==> src/rtl/uart_tx_arbiter_if.sv <==
// Requester and UART_TX handshake bundle for uart_tx_arbiter.
// The slave modport is the arbiter's view; master is the requester/transmitter side.
interface uart_tx_arbiter_if #(
  parameter int N = 4
);
  logic [N-1:0]   REQ_VALID;
  logic [8*N-1:0] REQ_DATA;
  logic [N-1:0]   REQ_LAST;
  logic [N-1:0]   REQ_READY;
  logic [N-1:0]   GRANT;
  logic           TX_START;
  logic [7:0]     TX_DATA;
  logic           TX_BUSY;
  logic           ERR_TOUT;

  modport master (
    output REQ_VALID, REQ_DATA, REQ_LAST, TX_BUSY,
    input  REQ_READY, GRANT, TX_START, TX_DATA, ERR_TOUT
  );

  modport slave (
    input  REQ_VALID, REQ_DATA, REQ_LAST, TX_BUSY,
    output REQ_READY, GRANT, TX_START, TX_DATA, ERR_TOUT
  );
endinterface

==> src/rtl/uart_tx_arbiter.sv <==
// Round-robin, packet-granular sharing of one UART transmitter among N byte streams.
// Each accepted byte gets a one-cycle start strobe, then busy is tracked high and low.
module uart_tx_arbiter #(
  parameter int N         = 4,
  parameter int BUSY_WAIT = 4
) (
  input logic              SYSCLK,
  input logic              RST_B,
  uart_tx_arbiter_if.slave bus
);
  localparam int             W        = $clog2(N);
  localparam logic [1:0]     IDLE     = 2'd0;
  localparam logic [1:0]     XFER     = 2'd1;
  localparam logic [1:0]     WAIT_HI  = 2'd2;
  localparam logic [1:0]     WAIT_LO  = 2'd3;
  localparam logic [3:0]     CNT_LAST = 4'(BUSY_WAIT - 1);
  localparam logic [N-1:0]   ONE_HOT0 = {{(N-1){1'b0}}, 1'b1};

  logic [1:0]   state_r;
  logic [W-1:0] ptr_r;
  logic [W-1:0] owner_r;
  logic [3:0]   cnt_r;
  logic         last_r;
  logic [N-1:0] ready_r;
  logic [N-1:0] grant_r;
  logic         start_r;
  logic [7:0]   data_r;
  logic         err_r;

  logic [W:0]   idx_s;
  logic [W-1:0] sel_s;
  logic         any_s;
  logic         accept_s;

  assign bus.REQ_READY = ready_r;
  assign bus.GRANT     = grant_r;
  assign bus.TX_START  = start_r;
  assign bus.TX_DATA   = data_r;
  assign bus.ERR_TOUT  = err_r;

  // Round-robin pick: scan downward from ptr+N to ptr+1 so the nearest valid after ptr wins.
  always_comb begin
    sel_s = ptr_r;
    idx_s = {(W+1){1'b0}};
    for (int k = N; k >= 1; k--) begin
      idx_s = {1'b0, ptr_r} + (W+1)'(k);
      idx_s = (idx_s >= (W+1)'(N)) ? idx_s - (W+1)'(N) : idx_s;
      sel_s = bus.REQ_VALID[idx_s[W-1:0]] ? idx_s[W-1:0] : sel_s;
    end
    any_s    = |bus.REQ_VALID;
    accept_s = bus.REQ_VALID[owner_r] & ~bus.TX_BUSY;
  end

  // Arbitration / byte sequencing FSM with all outputs registered.
  always_ff @(posedge SYSCLK or negedge RST_B) begin
    if (!RST_B) begin
      state_r <= IDLE;
      ptr_r   <= W'(N - 1);
      owner_r <= {W{1'b0}};
      cnt_r   <= 4'd0;
      last_r  <= 1'b0;
      ready_r <= {N{1'b0}};
      grant_r <= {N{1'b0}};
      start_r <= 1'b0;
      data_r  <= 8'hFF;
      err_r   <= 1'b0;
    end else begin
      ready_r <= {N{1'b0}};
      start_r <= 1'b0;
      case (state_r)
        IDLE: begin
          if (any_s) begin
            grant_r <= ONE_HOT0 << sel_s;
            owner_r <= sel_s;
            state_r <= XFER;
          end
        end
        XFER: begin
          if (accept_s) begin
            ready_r <= ONE_HOT0 << owner_r;
            data_r  <= bus.REQ_DATA[{owner_r, 3'b000} +: 8];
            start_r <= 1'b1;
            last_r  <= bus.REQ_LAST[owner_r];
            cnt_r   <= 4'd0;
            state_r <= WAIT_HI;
          end
        end
        WAIT_HI: begin
          // A transmitter that never goes busy is flagged, then treated as finished.
          if (bus.TX_BUSY) begin
            state_r <= WAIT_LO;
          end else if (cnt_r == CNT_LAST) begin
            err_r   <= 1'b1;
            state_r <= WAIT_LO;
          end else begin
            cnt_r <= cnt_r + 4'd1;
          end
        end
        WAIT_LO: begin
          if (!bus.TX_BUSY) begin
            if (last_r) begin
              grant_r <= {N{1'b0}};
              ptr_r   <= owner_r;
              state_r <= IDLE;
            end else begin
              state_r <= XFER;
            end
          end
        end
        default: begin
          state_r <= IDLE;
        end
      endcase
    end
  end
endmodule
==> src/flat_wrapper.sv <==
// flat-port wrapper written by rule: the top's interface ports become plain ports
module uart_tx_arbiter_flat 
#(
  parameter int N         = 4,
  parameter int BUSY_WAIT = 4
)
  (SYSCLK, RST_B, bus_REQ_VALID, bus_REQ_DATA, bus_REQ_LAST, bus_TX_BUSY, bus_REQ_READY, bus_GRANT, bus_TX_START, bus_TX_DATA, bus_ERR_TOUT);
  uart_tx_arbiter_if #(.N(N)) bus_i ();
  input logic SYSCLK;
  input logic RST_B;
  input wire logic [$bits(bus_i.REQ_VALID)-1:0] bus_REQ_VALID;
  input wire logic [$bits(bus_i.REQ_DATA)-1:0] bus_REQ_DATA;
  input wire logic [$bits(bus_i.REQ_LAST)-1:0] bus_REQ_LAST;
  input wire logic [$bits(bus_i.TX_BUSY)-1:0] bus_TX_BUSY;
  output wire logic [$bits(bus_i.REQ_READY)-1:0] bus_REQ_READY;
  output wire logic [$bits(bus_i.GRANT)-1:0] bus_GRANT;
  output wire logic [$bits(bus_i.TX_START)-1:0] bus_TX_START;
  output wire logic [$bits(bus_i.TX_DATA)-1:0] bus_TX_DATA;
  output wire logic [$bits(bus_i.ERR_TOUT)-1:0] bus_ERR_TOUT;
  assign bus_i.REQ_VALID = bus_REQ_VALID;
  assign bus_i.REQ_DATA = bus_REQ_DATA;
  assign bus_i.REQ_LAST = bus_REQ_LAST;
  assign bus_i.TX_BUSY = bus_TX_BUSY;
  assign bus_REQ_READY = bus_i.REQ_READY;
  assign bus_GRANT = bus_i.GRANT;
  assign bus_TX_START = bus_i.TX_START;
  assign bus_TX_DATA = bus_i.TX_DATA;
  assign bus_ERR_TOUT = bus_i.ERR_TOUT;
  uart_tx_arbiter #(.N(N), .BUSY_WAIT(BUSY_WAIT)) u_core (.SYSCLK(SYSCLK), .RST_B(RST_B), .bus(bus_i));
endmodule
==> config.mk <==
export PLATFORM = sky130hd
export DESIGN_NAME = uart_tx_arbiter_flat
export DESIGN_NICKNAME = d
export VERILOG_FILES = /design/src/rtl/uart_tx_arbiter_if.sv /design/src/rtl/uart_tx_arbiter.sv /design/src/flat_wrapper.sv
export SDC_FILE = /design/constraint.sdc
export NUM_CORES = 1
export LEC_CHECK = 0
export BUFFER_PORTS_ARGS = -buffer_cell sky130_fd_sc_hd__buf_4
export CORE_MARGIN = 2
export CORE_UTILIZATION = 44
export DETAILED_ROUTE_END_ITERATION = 16
export PLACE_DENSITY = 0.76
export SYNTH_ARGS = -nofsm -noshare
export SYNTH_HDL_FRONTEND = slang
export SYNTH_SLANG_ARGS = --single-unit
==> constraint.sdc <==
create_clock -name SYSCLK -period 2 [get_ports SYSCLK]
set_clock_uncertainty 0.15 [all_clocks]
set_input_delay 0.1 -clock SYSCLK [delete_from_list [all_inputs] [get_ports SYSCLK]]
set_output_delay 0.1 -clock SYSCLK [all_outputs]
set_load 0.05 [all_outputs]
# --- Word-level counts from Yosys, hierarchy flattened ---
# Cells that the tools add are included.
totals:
  register_bits: 29
  inputBits: 43
  output_inout_bits: 18
  elab_cells: 94
classes:
  n_addsub: 9
  magnitude_cmp: 9
  eq_ne: 11
  shift: 3
  mux: 39
  bitwise_logic: 2
  reduce_logical: 11
op_table:
  columns: ["cell", "n"]
  rows:
  - ["2-to-1 mux 4 bit", 8]
  - ["variable part select 32 x 6 -> 8 bit", 1]
  - ["2-to-1 mux 2 bit", 13]
  - ["case mux 4 bit (2 select lines)", 2]
  - ["less-than comparator 2 x 3 -> 1 bit, second input constant", 5]
  - ["binary-select mux 1 bit (select 2 bit)", 6]
  - ["greater-or-equal comparator 3 bit, second input constant", 4]
  - ["AND reduction 4 bit", 3]
  - ["2-to-1 mux 1 bit", 9]
  - ["case mux 2 bit (4 select lines)", 1]
  - ["<< shifter 1 x 2 -> 4 bit, first input constant", 2]
  - ["subtractor 2 x 1 -> 2 bit, second input constant", 4]
  - ["adder 2 x 2 -> 3 bit, second input constant", 2]
  - ["!= test 2 x 1 -> 1 bit, second input constant", 3]
  - ["!= test 2 bit, second input constant", 3]
  - ["AND reduction 3 bit", 2]
  - ["adder 4 x 1 -> 4 bit, second input constant", 1]
  - ["== test 2 bit, second input constant", 2]
  - ["== test 4 x 2 -> 1 bit, second input constant", 1]
  - ["AND reduction 2 bit", 2]
  - ["nonzero test 2 bit", 2]
  - ["OR reduction 4 bit", 1]
  - ["adder 2 x 1 -> 3 bit, second input constant", 1]
  - ["adder 2 x 3 -> 3 bit, second input constant", 1]
  - ["5 further kinds", 5]

# --- Depth between registers and ports, before layout ---
# Gate-level depths: netlist of run 1.
logic_depth:
  ltp_word: 12
  depth_mapped: 6
  ltp_nobuf: 6

# --- Worst setup path after synthesis of run 1 ---
# No wires, ideal clock.
synth_path:
  path_kind: "register -> register"
  startpoint: "register u_core.state_r[0]"
  endpoint: "register u_core.cnt_r[0]"
  setup_ps: 125
  t_arrival_ps: 1739
  required_time_ps: 1725
  path_slack_ps: -14
  stages_incl_launch_ff: 7
  n_path_buf: 0
  synth_period_minus_slack_ps: 2014
  cell_sequence: "dfrtp_1 inv_1 ha_1 or4bb_1 o2111ai_4 nor2_1 mux2_2"
synth_via:
  elab_chain_cells: 3
  elab_cells_between_ends: 8
  classes_between: "eq/ne: 5; mux: 1; reduce/logical: 2"
synth_lines:
  columns: ["element", "line", "rtl"]
  rows:
  - ["start: declaration", "uart_tx_arbiter.sv:19", "logic [1:0] state_r;"]
  - ["start signal: assignment", "uart_tx_arbiter.sv:57", "state_r <= IDLE;"]
  - ["start signal: assignment", "uart_tx_arbiter.sv:75", "state_r <= XFER;"]
  - ["start signal: assignment", "uart_tx_arbiter.sv:85", "state_r <= WAIT_HI;"]
  - ["== test 2 bit / == test 2 x 1 -> 1 bit (equally long branches)", "uart_tx_arbiter.sv:70", "case (state_r)"]
  - ["!= test 2 bit (no line), or another cell as far along", null, null]
  - ["AND reduction 4 bit (no line)", null, null]
  - ["end signal: assignment", "uart_tx_arbiter.sv:96", "cnt_r <= cnt_r + 4'd1;"]
  - ["end: declaration", "uart_tx_arbiter.sv:22", "logic [3:0] cnt_r;"]
# Parallel ways exist; a longest one is shown, timed or not.
# A chain may end at the register's enable or synchronous reset.

# --- Worst setup path after layout of run 1 ---
layout_path:
  startpoint: "register u_core.state_r[1]"
  endpoint: "register u_core.cnt_r[3]"
# Same word-level chain as after synthesis.

==> impl_metrics.yaml, run 1 <==
status:
  status: "completed"
clock_network:
  cts_buffers: 5
  clockBufferDepth: 2
  cts_root_buffer: "clkbuf_8"
  clk_pin_slew_ns: 0.06
  cts.sink_count: 29
  clkLatencyLatePin_ns: 0.28
  cts_tree: "yes"
  htree_num_levels: 2
global_routing:
  grt_pass1_vias: 1378
  track_usage_pct: 20.9
  antenna_found_initial: 0
  grt_start_max_net_pins: 30
  overflow: 0
  grt_pass1_wl_um: 6530
synth:
  ys_seq_area_share_pct: 44.1
  synth.distinct_cells: 40
  syn_area_per_cell_um2: 12.4
  synth_top_area_share_pct: 28.4
  syn_nets: 184
  yosys_warnings: 0
  yosys_register_bits: 29
  synth_top_area_cell: "dfrtp_1"
  netlist_area_mm2: 0.00168
  synthArstFlopShare_pct: 100
  synth_edf_count: 0
  ys.flop_type: "dfrtp_1"
  syn_inst: 135
  yosys-top-cells-area: "dfrtp_1 28%, dfstp_2 16%, mux4_2 11%, mux2_2 8.1%, ha_1 4.5%"
layout:
  final_common_cell: "buf_4"
  drive_gt1_share_pct: 58.2
  final_util_pct: 64.0
  nets: 256
  multi_input_area_um2: 897
  regArea_um2: 739
  layout.cells.most_common_list: "70 x buf_4, 18 x dfrtp_1, 12 x mux2_2"
  fill_cells: 300
  fin_cells: 256
  antenna-diode-count: 0
  syn_to_final_growth_pct: 40.0
routing:
  drtIter0Drc: 65
  routedWlPerCell_um: 16.5
  route.met2.wl_um: 2400
  drt_wl_total_um: 4230
  top_layer: "met4"
  drc: 0
  drtPass1Iterations: 4
  route.layer.met1.wl_um: 1520
  vias_per_cell: 5.48
  via_count: 1404
  wl_met3_um: 223
  detail-route-antenna-nets: 0
die:
  num_rows: 22
  io_pins: 61
  die_w_um: 65.7
  die_y_um: 65.7
  die_area_mm2: 0.00432
  core_mm2: 0.00366
  start_util_pct: 45.8
critical_path:
  slowest_delay_ns: 0.51
  cp.arrival_ns: 1.98
  rr_endpoint: "u_core.cnt_r[3]"
  crit_path_cell_trace: "inv_1 > ha_4 > or2_2 > o2111ai_4 > or4_4 > nand3_1"
  worstSetupEndpointType: "flop"
  cp_max_fo: 5
  ff2ff_setup_slack_ns: 0.08
  timing.rr.start: "u_core.state_r[1]"
  crit_buf_inv: 1
  critical_path_class: "reg2reg"
  reg2regPathDepth: 6
  worstSetupStartpointType: "flop"
  critPathRequiredTime_ns: 2.06
  path_delay_family: "simple AND/OR/NAND/NOR gates"
  crit_path_top_delay_cell: "or4_4"
hold_path:
  whs_endpoint: "u_core.bus.ERR_TOUT"
  min-delay-start: "bus_TX_BUSY"
  worstHoldPathCells: 3
  hp-class: "in2reg"
placement:
  dp_hpwl_um: 3210
  dp_cells: 245
  io_buffers: 60
  place.gp.congestion: 0.798
timing:
  rsz0062_at_grt: "true"
  finalSetupViolCount: 0
  fin_hold_ws_ns: 0.102
  tns_ns: 0
  slew_headroom_pct: 66.7
  tightest_slew_ns: 0.495
  period_needed_ns: 1.92
  hold_viol: 0
  fmax_mhz: 521
  slew_viol_final: 0
  final.period_utilization_pct: 95.9
power:
  leakage_uw: 0.00109
  power_density_mw_per_mm2: 1580
  ir_drop_mv: 0.929
flow_run:
  max_cap_viol_count: 0
==> how the worst max path moves through the flow <==
stage,start,endpoint,slack (ns),cells after the start
after floorplan,u_core.state_r[0],u_core.cnt_r[0],0.007,6
after global placement,u_core.state_r[0],u_core.cnt_r[0],0.08,6
after detailed placement,u_core.state_r[0],u_core.cnt_r[0],0.009,6
after CTS,u_core.state_r[0],u_core.cnt_r[0],0.003,6
after global routing,u_core.state_r[1],u_core.bus.GRANT[3],-0.05,6
final,u_core.state_r[1],u_core.cnt_r[3],0.08,6
==> cells by family after synthesis <==
kind of cell | synth area share [%]
AO/OA/AOI/OAI | 9.56
adder cells (fa/ha/maj) | 4.48
buffers and inverters | 3.88
flip-flops | 44.1
multiplexers | 23.4
AND/OR/NAND/NOR | 14.6
==> routing by layer <==
metal  up-vias  GRT usage (%)
li1        646              -
met1       700           22.3
met2        50           38.4
met3         8           5.82
met4         0           8.59
met5         -              0
==> where the power goes <==
group | switching [uW] | total, uW | internal (uW)
logic | 1190 | 2130 | 945
clock network | 218 | 458 | 239
registers | 199 | 1100 | 905
total | 1610 | 3700 | 2090
==> tightest hold or removal path, delay by kind of cell <==
kind	cells	cell delay, ns
buf+inv	2	0.18
compound gates	1	0.21
==> final cells by class <==
| class | instances | share of cell area [%] |
|---|---|---|
| clock inverters | 3 | 0.747 |
| multi-input cells | 93 | 38.3 |
| inverters | 7 | 1.12 |
| flip-flops and latches | 29 | 31.5 |
| clock buffers | 5 | 2.93 |
| well taps | 48 | 2.56 |
| repair buffers | 71 | 22.8 |
==> sequential cells by signal (all words and copies together) (netlist names) <==
register / cells
u_core.bus.TX_START: 1
u_core.cnt_r: 4
u_core.last_r: 1
u_core.bus.ERR_TOUT: 1
u_core.bus.TX_DATA: 8
u_core.owner_r: 2
u_core.state_r: 2
u_core.ptr_r: 2
u_core.bus.GRANT: 4
u_core.bus.REQ_READY: 4
==> per-stage QoR <==
stage	instance area (um2)	power, uW	setup slack (ns)
final	2340	3700	0.0812
after global routing	2340	3940	-0.0497
after CTS	2310	3660	0.00303
after detailed placement	2210	3180	0.00872
after global placement	2210	3090	0.0796
after floorplan	1680	2580	0.00719
==> cell usage after synthesis (2+ instances only) <==
cell type,n
a21oi_1,3
a31oi_1,2
buf_6,2
clkbuf_1,2
dfrtp_1,19
dfstp_2,10
ha_1,6
inv_1,7
mux2_2,12
mux4_1,2
mux4_2,8
nand2_1,11
nand2b_1,3
nand3_1,4
nor2_1,3
nor2b_1,2
nor3_1,5
nor3b_1,4
o21ai_0,6
o41ai_1,4
==> repair_timing <==
action                     CTS  global route
resized for setup            2             5
pin swaps                    0             1
setup endpoints to repair    1             8
buffers inserted             0             2
hold endpoints to repair    29             0
hold buffers                 1             0
No activity file was read; power rests on OpenSTA's default activity.
==> inputs of run 2 (changes only) <==
--- a/config.mk
+++ b/config.mk
@@ -9,7 +9,7 @@
 export CORE_MARGIN = 2
 export CORE_UTILIZATION = 44
 export DETAILED_ROUTE_END_ITERATION = 16
-export PLACE_DENSITY = 0.76
+export PLACE_DENSITY = 0.81
 export SYNTH_ARGS = -nofsm -noshare
 export SYNTH_HDL_FRONTEND = slang
 export SYNTH_SLANG_ARGS = --single-unit
==> impl_metrics.yaml, run 2 (synthesis gave the netlist of run 1 again) <==
critical_path:
  crit_path_top_delay_cell: "or4bb_4"
  timing.rr.start: "u_core.state_r[0]"
  cp.arrival_ns: 1.96
  cp_max_fo: 5
  worstSetupEndpointType: "flop"
  critPathRequiredTime_ns: 2.02
  slowest_delay_ns: 0.54
  reg2regPathDepth: 6
  path_delay_family: "simple AND/OR/NAND/NOR gates"
  crit_buf_inv: 1
  crit_cells: 6
  critical_path_class: "reg2reg"
  startpoint: "u_core.state_r[0]"
  worstSetupStartpointType: "flop"
  ff2ff_setup_slack_ns: 0.06
  crit_path_cell_trace: "inv_2 > ha_4 > or4bb_4 > o2111ai_4 > nor2_1 > mux2_2"
placement:
  place.gp.congestion: 0.899
  placed_area_mm2: 0.00222
  dp_hpwl_um: 2940
  dp_cells: 245
  io_buffers: 60
global_routing:
  grt_start_max_net_pins: 30
  track_usage_pct: 20.0
  grt_pass1_wl_um: 6260
  grt_pass1_vias: 1350
  antenna_found_initial: 0
  overflow: 0
clock_network:
  cts_tree: "yes"
  clkLatencyLatePin_ns: 0.28
  cts.sink_count: 29
  cts_buffers: 5
  clockBufferDepth: 2
  cts_root_buffer: "clkbuf_8"
  clk_pin_slew_ns: 0.07
  htree_num_levels: 2
status:
  status: "completed"
routing:
  drt_wl_total_um: 3990
  drtPass1Iterations: 4
  drtIter0Drc: 44
  routedWlPerCell_um: 15.7
  drc: 0
  via_count: 1354
  detail-route-antenna-nets: 0
  vias_per_cell: 5.31
timing:
  finalSetupViolCount: 0
  slew_viol_final: 0
  hold_viol: 0
  rsz0062_at_grt: "true"
  tightest_slew_ns: 0.521
  slew_headroom_pct: 64.9
  final.period_utilization_pct: 97.0
  fmax_mhz: 515
  period_needed_ns: 1.94
layout:
  design_area_mm2: 0.00240
  fin_cells: 255
  largest_reg_flops: 8
  nets: 255
  final_common_cell: "buf_4"
  antenna-diode-count: 0
  drive_gt1_share_pct: 57.0
  fill_cells: 298
  layout.cells.most_common_list: "67 x buf_4, 19 x dfrtp_1, 12 x mux2_2"
  syn_to_final_growth_pct: 43.3
flow_run:
  max_cap_viol_count: 0
die:
  die_area_mm2: 0.00432
  io_pins: 61
  die_w_um: 65.7
  core_mm2: 0.00366
  start_util_pct: 45.8
  die_y_um: 65.7
  num_rows: 22
power:
  leakage_uw: 0.00112
  ir_drop_mv: 1.17
  power_density_mw_per_mm2: 1650
hold_path:
  hp-class: "in2reg"
  worstHoldPathCells: 3
  min-delay-start: "bus_TX_BUSY"
## run 2: report_power, final
part	switching, uW	internal, uW	total (uW)	leakage [uW]
logic	1180	951	2130	0.000698
clock network	230	494	725	0.0000681
registers	193	903	1100	0.000355
total	1600	2350	3950	0.00112
## run 2: worst min-delay path, delay by kind of cell
family | cells | cell delay (ns)
buf+inv | 2 | 0.18
compound gates | 1 | 0.21
## run 2: metrics by stage
stage / util [%] / worst slack (ns) / hold slack (ns) / TNS [ns] / power, uW
3_3_place_gp: 60.7 / 0.0980 / -0.109 / 0 / 3120
2_1_floorplan: - / 0.00719 / -0.346 / 0 / 2580
4_1_cts: 64.7 / 0.00647 / 0.0817 / 0 / 3930
5_1_grt: 65.6 / -0.0207 / 0.0838 / -0.0571 / 4170
3_5_place_dp: 60.7 / 0.0406 / -0.108 / 0 / 3170
6_report: 65.6 / 0.0592 / 0.0946 / 0 / 3950
## run 2: layer usage
layer | vias up | track usage (%) | part of all wire (%) | routed length (um)
met3 | 4 | 6.16 | 4.7 | 188
met5 | - | 0 | 0 | 0
met1 | 673 | 22.9 | 39 | 1550
met2 | 31 | 34.7 | 55 | 2210
li1 | 646 | - | - | -
met4 | 0 | 7.81 | 1.2 | 49
## run 2: final cells by class
type / instances / area [um2] / share of cell area, %
Multi-Input combinational cell: 93 / 898 / 37.4
Sequential cell: 29 / 738 / 30.7
Timing Repair Buffer: 70 / 544 / 22.7
Clock buffer: 5 / 68.8 / 2.87
Clock inverter: 3 / 65.1 / 2.71
Tap cell: 48 / 60.1 / 2.50
Inverter: 7 / 26.3 / 1.09
## run 2: what timing repair did
item	CTS	global route
hold buffers	1	0
setup buffers	0	1
endpoints found under the setup margin	1	6
resized for setup	1	5
hold endpoints to repair	29	0
## run 2: path summary, 6_finish.rpt
| check | endpoint |
|---|---|
| setup / recovery | u_core.cnt_r[0] |
| hold / removal | u_core.bus.ERR_TOUT |
| setup reg to reg | u_core.cnt_r[0] |
| hold reg to reg | u_core.bus.GRANT[1] |
| max in group asynchronous | u_core.bus.TX_DATA[2] |
| min in group asynchronous | u_core.bus.GRANT[2] |
